===== config.mk =====
export PLATFORM = sky130hd
export DESIGN_NAME = bus_wait_flat
export DESIGN_NICKNAME = d
export VERILOG_FILES = /design/src/rtl/bus_wait_if.sv /design/src/rtl/bus_wait.sv /design/src/flat_wrapper.sv
export SDC_FILE = /design/constraint.sdc
export NUM_CORES = 1
export LEC_CHECK = 0
export ABC_CLOCK_PERIOD_IN_PS = 3710
export CORE_ASPECT_RATIO = 1.5
export CORE_MARGIN = 3
export CORE_UTILIZATION = 40
export CTS_BUF_LIST = sky130_fd_sc_hd__clkbuf_16
export DETAILED_ROUTE_END_ITERATION = 10
export GPL_TIMING_DRIVEN = 0
export MAX_ROUTING_LAYER = met4
export PLACE_DENSITY = 0.82
export SYNTH_ARGS = -nofsm -noshare
export SYNTH_HDL_FRONTEND = slang
export SYNTH_SLANG_ARGS = --single-unit

===== constraint.sdc =====
create_clock -name clk -period 3.71 [get_ports clk]
set_input_delay 0.371 -clock clk [delete_from_list [all_inputs] [get_ports clk]]
set_output_delay 0.371 -clock clk [all_outputs]
set_load 0.005 [all_outputs]

===== src/rtl/bus_wait_if.sv =====
`default_nettype none
// ============================================================================
//  Module      : bus_wait_if
//  Description : Core-side access signals and external memory signals of the
//                bus_wait block. The slave modport is the wait-state
//                generator; the master modport is its environment, which is
//                the core together with the memory.
//  Revision    : 1.0  initial release
// ============================================================================
interface bus_wait_if;
    logic [15:0] AB;
    logic        WE;
    logic [7:0]  DO;
    logic        REQ;
    logic        RDY;
    logic [7:0]  DI;
    logic [15:0] mem_addr;
    logic [7:0]  mem_wdata;
    logic        mem_we;
    logic        mem_cs;
    logic [7:0]  mem_rdata;
    logic        mem_ready;
    logic        bus_err;

    modport slave (
        input  AB, WE, DO, REQ, mem_rdata, mem_ready,
        output RDY, DI, mem_addr, mem_wdata, mem_we, mem_cs, bus_err
    );

    modport master (
        output AB, WE, DO, REQ, mem_rdata, mem_ready,
        input  RDY, DI, mem_addr, mem_wdata, mem_we, mem_cs, bus_err
    );
endinterface
`default_nettype wire


===== src/rtl/bus_wait.sv =====
`default_nettype none
// ============================================================================
//  Module      : bus_wait
//  Description : Memory bus interface and wait-state generator. A fast access
//                passes straight through to memory in zero wait states. A
//                slow-region access, or an access the memory cannot complete,
//                is latched and stretched in WAIT until the memory is ready.
//                Optional feature macro: BUS_TIMEOUT_EN. It bounds the time
//                spent waiting on mem_ready and raises a sticky bus_err.
//  Revision    : 1.0  initial release
// ============================================================================
module bus_wait #(
    parameter logic [15:0] WAIT_BASE   = 16'hC000,
    parameter int          WAIT_CYCLES = 2,
    parameter int          TIMEOUT     = 255
) (
    input  wire logic clk,
    input  wire logic RST_N,
    bus_wait_if.slave bus
);

    localparam int WCW = (WAIT_CYCLES > 1) ? $clog2(WAIT_CYCLES) : 1;

    // Reject a zero timeout at elaboration time.
    if (TIMEOUT < 1) begin : g_timeout_range
        $error("bus_wait: TIMEOUT must be >= 1");
    end

    typedef enum logic [0:0] {
        ST_IDLE = 1'b0,
        ST_WAIT = 1'b1
    } state_t;

    state_t         state_q, state_d;
    logic [WCW-1:0] wcnt_q,  wcnt_d;
    logic [15:0]    addr_q,  addr_d;
    logic [7:0]     wdata_q, wdata_d;
    logic           we_q,    we_d;
    logic [7:0]     di_q,    di_d;
    logic           err_q,   err_d;

`ifdef BUS_TIMEOUT_EN
    localparam int TCW = $clog2(TIMEOUT + 1);
    logic [TCW-1:0] tcnt_q, tcnt_d;
`endif

    logic           is_slow;
    logic           rdy;
    logic           cs;
    logic [15:0]    maddr;
    logic [7:0]     mwdata;
    logic           mwe;

    // Next-state, counters, latches and memory strobes.
    always_comb begin
        state_d = state_q;
        wcnt_d  = wcnt_q;
        addr_d  = addr_q;
        wdata_d = wdata_q;
        we_d    = we_q;
        di_d    = di_q;
        err_d   = err_q;
`ifdef BUS_TIMEOUT_EN
        tcnt_d  = tcnt_q;
`endif
        rdy     = 1'b0;
        cs      = 1'b0;
        maddr   = bus.AB;
        mwdata  = bus.DO;
        mwe     = 1'b0;
        // A zero wait-state count turns the slow region into a fast one.
        is_slow = (bus.AB >= WAIT_BASE) && (WAIT_CYCLES != 0);

        case (state_q)
            ST_IDLE: begin
                cs  = bus.REQ;
                mwe = bus.WE & bus.REQ;
                if (!bus.REQ) begin
                    rdy = 1'b1;
                end else if (!is_slow && bus.mem_ready) begin
                    rdy = 1'b1;
                    if (!bus.WE) begin
                        di_d = bus.mem_rdata;
                    end
                end else begin
                    addr_d  = bus.AB;
                    wdata_d = bus.DO;
                    we_d    = bus.WE;
                    wcnt_d  = is_slow ? WCW'(WAIT_CYCLES - 1) : '0;
`ifdef BUS_TIMEOUT_EN
                    tcnt_d  = '0;
`endif
                    state_d = ST_WAIT;
                end
            end
            ST_WAIT: begin
                cs     = 1'b1;
                maddr  = addr_q;
                mwdata = wdata_q;
                mwe    = we_q;
                if (wcnt_q != '0) begin
                    wcnt_d = wcnt_q - WCW'(1);
                end else if (bus.mem_ready) begin
                    rdy     = 1'b1;
                    if (!we_q) begin
                        di_d = bus.mem_rdata;
                    end
                    state_d = ST_IDLE;
                end
`ifdef BUS_TIMEOUT_EN
                else if (tcnt_q == TCW'(TIMEOUT)) begin
                    // Give up on the memory: finish the access with a
                    // poisoned read value and flag the error permanently.
                    rdy     = 1'b1;
                    if (!we_q) begin
                        di_d = 8'hFF;
                    end
                    err_d   = 1'b1;
                    state_d = ST_IDLE;
                end else begin
                    tcnt_d = tcnt_q + TCW'(1);
                end
`endif
            end
            default: begin
                state_d = ST_IDLE;
            end
        endcase
    end

    // State, counters and latches; reset abandons any access in flight.
    always_ff @(posedge clk or negedge RST_N) begin
        if (!RST_N) begin
            state_q <= ST_IDLE;
            wcnt_q  <= '0;
            addr_q  <= '0;
            wdata_q <= '0;
            we_q    <= 1'b0;
            di_q    <= 8'h00;
            err_q   <= 1'b0;
`ifdef BUS_TIMEOUT_EN
            tcnt_q  <= '0;
`endif
        end else begin
            state_q <= state_d;
            wcnt_q  <= wcnt_d;
            addr_q  <= addr_d;
            wdata_q <= wdata_d;
            we_q    <= we_d;
            di_q    <= di_d;
            err_q   <= err_d;
`ifdef BUS_TIMEOUT_EN
            tcnt_q  <= tcnt_d;
`endif
        end
    end

    // RDY and chip select are forced low while reset is held, even though
    // the IDLE path would otherwise pass REQ straight through.
    assign bus.RDY       = rdy & RST_N;
    assign bus.mem_cs    = cs & RST_N;
    assign bus.mem_addr  = maddr;
    assign bus.mem_wdata = mwdata;
    assign bus.mem_we    = mwe;
    assign bus.DI        = di_q;
`ifdef BUS_TIMEOUT_EN
    assign bus.bus_err   = err_q;
`else
    assign bus.bus_err   = 1'b0;
`endif

endmodule
`default_nettype wire


===== src/flat_wrapper.sv =====
// flat-port wrapper written by rule: the top's interface ports become plain ports
module bus_wait_flat 
#(
    parameter logic [15:0] WAIT_BASE   = 16'hC000,
    parameter int          WAIT_CYCLES = 2,
    parameter int          TIMEOUT     = 255
)
  (clk, RST_N, bus_AB, bus_WE, bus_DO, bus_REQ, bus_mem_rdata, bus_mem_ready, bus_RDY, bus_DI, bus_mem_addr, bus_mem_wdata, bus_mem_we, bus_mem_cs, bus_bus_err);
  bus_wait_if bus_i ();
  input  wire logic clk;
  input  wire logic RST_N;
  input wire logic [$bits(bus_i.AB)-1:0] bus_AB;
  input wire logic [$bits(bus_i.WE)-1:0] bus_WE;
  input wire logic [$bits(bus_i.DO)-1:0] bus_DO;
  input wire logic [$bits(bus_i.REQ)-1:0] bus_REQ;
  input wire logic [$bits(bus_i.mem_rdata)-1:0] bus_mem_rdata;
  input wire logic [$bits(bus_i.mem_ready)-1:0] bus_mem_ready;
  output wire logic [$bits(bus_i.RDY)-1:0] bus_RDY;
  output wire logic [$bits(bus_i.DI)-1:0] bus_DI;
  output wire logic [$bits(bus_i.mem_addr)-1:0] bus_mem_addr;
  output wire logic [$bits(bus_i.mem_wdata)-1:0] bus_mem_wdata;
  output wire logic [$bits(bus_i.mem_we)-1:0] bus_mem_we;
  output wire logic [$bits(bus_i.mem_cs)-1:0] bus_mem_cs;
  output wire logic [$bits(bus_i.bus_err)-1:0] bus_bus_err;
  assign bus_i.AB = bus_AB;
  assign bus_i.WE = bus_WE;
  assign bus_i.DO = bus_DO;
  assign bus_i.REQ = bus_REQ;
  assign bus_i.mem_rdata = bus_mem_rdata;
  assign bus_i.mem_ready = bus_mem_ready;
  assign bus_RDY = bus_i.RDY;
  assign bus_DI = bus_i.DI;
  assign bus_mem_addr = bus_i.mem_addr;
  assign bus_mem_wdata = bus_i.mem_wdata;
  assign bus_mem_we = bus_i.mem_we;
  assign bus_mem_cs = bus_i.mem_cs;
  assign bus_bus_err = bus_i.bus_err;
  bus_wait #(.WAIT_BASE(WAIT_BASE), .WAIT_CYCLES(WAIT_CYCLES), .TIMEOUT(TIMEOUT)) u_core (.clk(clk), .RST_N(RST_N), .bus(bus_i));
endmodule

-- Yosys cells after proc, flatten, opt, wreduce, memory -nomap -nowiden
Cells that the tools add are included.
- flip-flop bits (word level): 35
- input bits: 37
- output and inout port bits: 36
- word-level logic and storage cells: 51
- add/subtract/negate cells: 1
- magnitude comparators: 1
- equality and inequality tests: 7
- mux-type cells: 26
- bitwise gates (word level): 5
- reductions and logical operators: 5
- operators with widths (kind ; number):
    $mux 8 ; 7
    $ge 16x16->1 const B ; 1
    $mux 16 ; 1
    $pmux 8 s2 ; 1
    $mux 1 ; 12
    $ne 2x2->1 const B ; 6
    $pmux 1 s2 ; 5
    $reduce_and 6->1 ; 1
    $and 1x1->1 ; 3
    $reduce_and 3->1 ; 1
    $ne 2x1->1 const B ; 1
    $not 1->1 ; 2
    $reduce_and 2->1 ; 1
    $logic_and 1x1->1 ; 1
    $logic_not 1->1 ; 1
    $sub 1x1->1 const B ; 1

-- Logic depth before layout (Yosys ltp)
Gate-level depths: netlist (run 1).
- word-level depth: 7
- depth in mapped cells: 4

-- Worst setup path before layout (run 1)
OpenSTA, ideal clock, no wires.
- path type: register -> output
- start: reg u_core.state_q
- end: out bus_mem_addr[12]
- data arrival time: 1.127 ns
- data required time: 3.339 ns
- path slack: 2.212 ns
- cell stages (with the launch flop): 5
- path through: dfrtp_1 > clkbuf_1 > clkbuf_1 > nand2_1 > nand2_1
- cells in the longest elaborated chain, start to end: 1
- ends and longest elaborated chain (item ; line ; RTL):
    start, declared ; bus_wait.sv:34 ; state_t state_q, state_d;
    start signal, assigned ; bus_wait.sv:145 ; state_q <= state_d;
    $mux 16 ; bus_wait.sv:74 ; case (state_q)
    end, declared ; flat_wrapper.sv:20 ; output wire logic [$bits(bus_i.mem_addr)-1:0] bus_mem_addr;
No other way between the ends.

-- Final worst setup path (run 1)
- start: reg u_core.state_q
- end: out bus_mem_addr[7]
Same word-level chain as after synthesis.

==> impl_metrics.env, run 1 <==
export IMPL_gp_congestion=0.786
export IMPL_cts_max_level=2
export IMPL_placed_area_um2=2470
export IMPL_start_kind="flip-flop"
export IMPL_drt_initial_drc_count=51
export IMPL_reg2reg_slack_ns=2.14
export IMPL_grt_overflow=0
export IMPL_fin_crit_sh_pct=73.2
export IMPL_dieArea_um2=5100
export IMPL_synth_nets=201
export IMPL_r2r_end="u_core.wcnt_q"
export IMPL_dpl_cell_count=280
export IMPL_p_leak_nw=1.18
export IMPL_wl_per_cell_um=14.9
export IMPL_utilization_pct=64.7
export IMPL_setup_violations=0
export IMPL_post_cts_setup_buffer_count=0
export IMPL_post_route_drc_count=0
export IMPL_io_pins=73
export IMPL_start_util_pct=42.4
export IMPL_status="completed"
export IMPL_r2r_start="u_core.state_q"
export IMPL_die_w_um=59.3
export IMPL_core_area_um2=4030
export IMPL_synth_xor_xnor_area_share_pct=0
export IMPL_vdd_drop_max_mv=0.485
export IMPL_routed_via_count=1510
export IMPL_critPathCaptureType="output pin"
export IMPL_crit_path_max_fanout=10
export IMPL_dp_hpwl_um=3150
export IMPL_cp_required_ns=3.34
export IMPL_path_cells="clkbuf_1 -> clkbuf_1 -> nand2_1 -> nand2_1 -> clkdlybuf4s50_1"
export IMPL_synthDistinctLibCells=23
export IMPL_antenna_found_initial=0
export IMPL_cts_tree="yes"
export IMPL_finClkSkew_ns=0.00459
export IMPL_clk_path_buf_depth=2
export IMPL_synth_compound_area_share_pct=14.4
export IMPL_cpPeakStageDelay_ns=0.53
export IMPL_maxClockFrequency_ghz=0.368
export IMPL_vias_per_cell=5.24
export IMPL_hold_violations=0
export IMPL_antenna_left=0
export IMPL_path_buf_inv=3
export IMPL_grt_pass1_vias=1585
export IMPL_startpoint="u_core.state_q"
export IMPL_synth_seq_area_share_pct=51.3
export IMPL_powerDensity_nw_per_um2=595
export IMPL_dr_pass1_iters=4
export IMPL_critPathTopFamily="buffers and inverters"
export IMPL_synth_simple_area_share_pct=20.1
export IMPL_worst_slew_pin_slew_ns=0.791
export IMPL_avgSynthCellArea_um2=10.4
export IMPL_die_h_um=86
export IMPL_layout_cells_non_filler=288
export IMPL_grt_max_degree=38
export IMPL_final_area_um2=2610
export IMPL_cts_root_buffer="clkbuf_16"
export IMPL_placementRows=28
export IMPL_n_antenna_cell=0
export IMPL_clkTransAtPathRegs_ns=0.06
export IMPL_worst_hold_path_type="in2async"
export IMPL_drt_wl_total_um=4300
export IMPL_cp_arrival_ns=2.34
export IMPL_rsz0062_at_grt="no"
export IMPL_critical_path_class="reg2out"
export IMPL_muxShareOfSynthArea_pct=10.3
export IMPL_crit_slowest_cell="clkdlybuf4s50_1"
export IMPL_period_needed_ns=2.71
export IMPL_ctsResizeCount=0
export IMPL_syn_inst=164
export IMPL_synth_warnings=0
export IMPL_drive_gt1_share_pct=10.3
export IMPL_p_total_mw=1.55
export IMPL_synth_seq_cells=35
export IMPL_cp_endpoint="bus_mem_addr[7]"
export IMPL_grt_total_usage_pct=19.1
export IMPL_num_nets_final=279
export IMPL_synth_top_family_by_area="simple AND/OR/NAND/NOR gates"
export IMPL_synth_area_um2=1710
export IMPL_cts_made_buffers=5
export IMPL_cts_hold_buf=0
export IMPL_clock_latency_ns=0.27
export IMPL_port_buffers=71
export IMPL_grt_first_pass_wirelength_um=7270
export IMPL_drv_cap=0
export IMPL_cts_sinks=35
export IMPL_synthAdderAreaFrac_pct=0
export IMPL_syn2layout_area_growth_pct=52.7
export IMPL_r2r_cells=3
export IMPL_cp_depth=5
export IMPL_relSlewSlack_pct=47.3
export IMPL_setup_tns_final_ns=0
export IMPL_drv_slew=0
==> through the flow <==
stage	hold WS [ns]	setup WS, ns
floorplan	0.0754	2.21
global placement	0.470	0.480
global route	0.247	0.832
finish	0.178	0.995
detailed placement	0.474	1.22
CTS	0.211	1.00
==> Yosys cell counts <==
cell       instances  area, µm²
a21bo_2            1       10.0
mux2_2             5       56.3
o21ai_0            2       10.0
buf_4              1       7.51
inv_1              2       7.51
buf_2              2       10.0
a21oi_1            1       5.00
buf_1              1       3.75
nand4bb_1          1       11.3
and3_1             1       6.26
o2bb2ai_1         22        193
buf_6              1       11.3
o41a_1             1       11.3
a22o_1             1       8.76
dfrtp_1           35        876
nand2b_1          22        138
conb_1             1       3.75
nand3_1            1       5.00
nor2b_1            1       6.26
nand2_1           47        176
clkbuf_1           6       22.5
mux2_4             8        120
o21a_1             1       7.51
==> worst min-delay path by stage <==
stage	cells past startpoint	slack [ns]	from	to
CTS	1	0.21	RST_N	u_core.wdata_q[2]
finish	1	0.18	RST_N	u_core.wdata_q[2]
global route	1	0.25	RST_N	u_core.wdata_q[2]
global placement	1	0.47	u_core.addr_q[6]	u_core.addr_q[6]
detailed placement	1	0.47	u_core.addr_q[12]	u_core.addr_q[12]
floorplan	0	0.08	RST_N	u_core.addr_q[0]
==> worst reg2reg max path: cells and delay by family, from the launching register on <==
family	cells	cell delay (ns)
flops	1	0.49
compound gates	1	0.08
buf+inv	2	0.86
==> registers in the layout, summed over array words and instances (netlist names) <==
signal	flops
u_core.addr_q	16
u_core.state_q	1
u_core.wdata_q	8
u_core.wcnt_q	1
u_core.bus.DI	8
u_core.we_q	1
==> cells by family (layout without fill, tap and decap cells) <==
kind of cell	after synthesis	after routing
other	1	1
multiplexers	13	13
flip-flops	35	35
AO/OA/AOI/OAI	29	29
buffers and inverters	13	92
AND/OR/NAND/NOR	73	73
==> power breakdown <==
group	internal (mW)	total, mW	switching (mW)
sequential	0.505	0.579	0.0744
combinational	0.383	0.587	0.204
clock	0.242	0.384	0.142
total	1.13	1.55	0.420
==> per-layer routing <==
| metal | share of wire [%] | vias up | routed length (µm) | GRT usage, % |
|---|---|---|---|---|
| li1 | - | 710 | - | - |
| met1 | 39 | 735 | 1690 | 21.9 |
| met2 | 54 | 59 | 2330 | 32.2 |
| met3 | 6.1 | 6 | 262 | 4.97 |
| met4 | 0.58 | 0 | 25 | 5.36 |
| met5 | 0 | - | 0 | - |
==> final cells by class <==
cell class / count / area (µm²)
Buffer: 11 / 55.1
Clock buffer: 5 / 125
Clock inverter: 3 / 12.5
Fill cell: 324 / 1420
Inverter: 2 / 7.51
Multi-Input combinational cell: 116 / 768
Sequential cell: 35 / 876
Tap cell: 45 / 56.3
Timing Repair Buffer: 71 / 706
==> cells in the final DEF, fill, tap and decap left out, drive strengths merged <==
| cell type | count |
|---|---|
| buf | 6 |
| and3 | 1 |
| nand3 | 1 |
| nand4bb | 1 |
| clkbuf | 11 |
| mux2 | 13 |
| inv | 4 |
| nor2b | 1 |
| o21ai | 2 |
| o2bb2ai | 22 |
| a21oi | 1 |
| a22o | 1 |
| o41a | 1 |
| nand2 | 47 |
| dfrtp | 35 |
| a21bo | 1 |
| conb | 1 |
| o21a | 1 |
| nand2b | 22 |
| clkdlybuf4s50 | 70 |
| clkinv | 1 |
Power figures use the tool's default switching activity.
==> inputs of run 2 (changes only) <==
Settings changed: ABC_CLOCK_PERIOD_IN_PS 3710 to 2800.
Clock period 3.71 ns to 2.8 ns, I/O delays scaled along.
==> results of run 2 <==
The final DEF is identical to that of run 1. Status: completed.
Main changes from that run: setup slack after placement 1.22 ns -> 0.487 ns; setup slack after layout 0.995 ns -> 0.176 ns; hold slack 0.178 ns -> 0.0875 ns; register-to-register setup slack 2.14 ns -> 1.23 ns; total power 1.55 mW -> 2.05 mW; worst IR drop on VDD 0.485 mV -> 0.643 mV
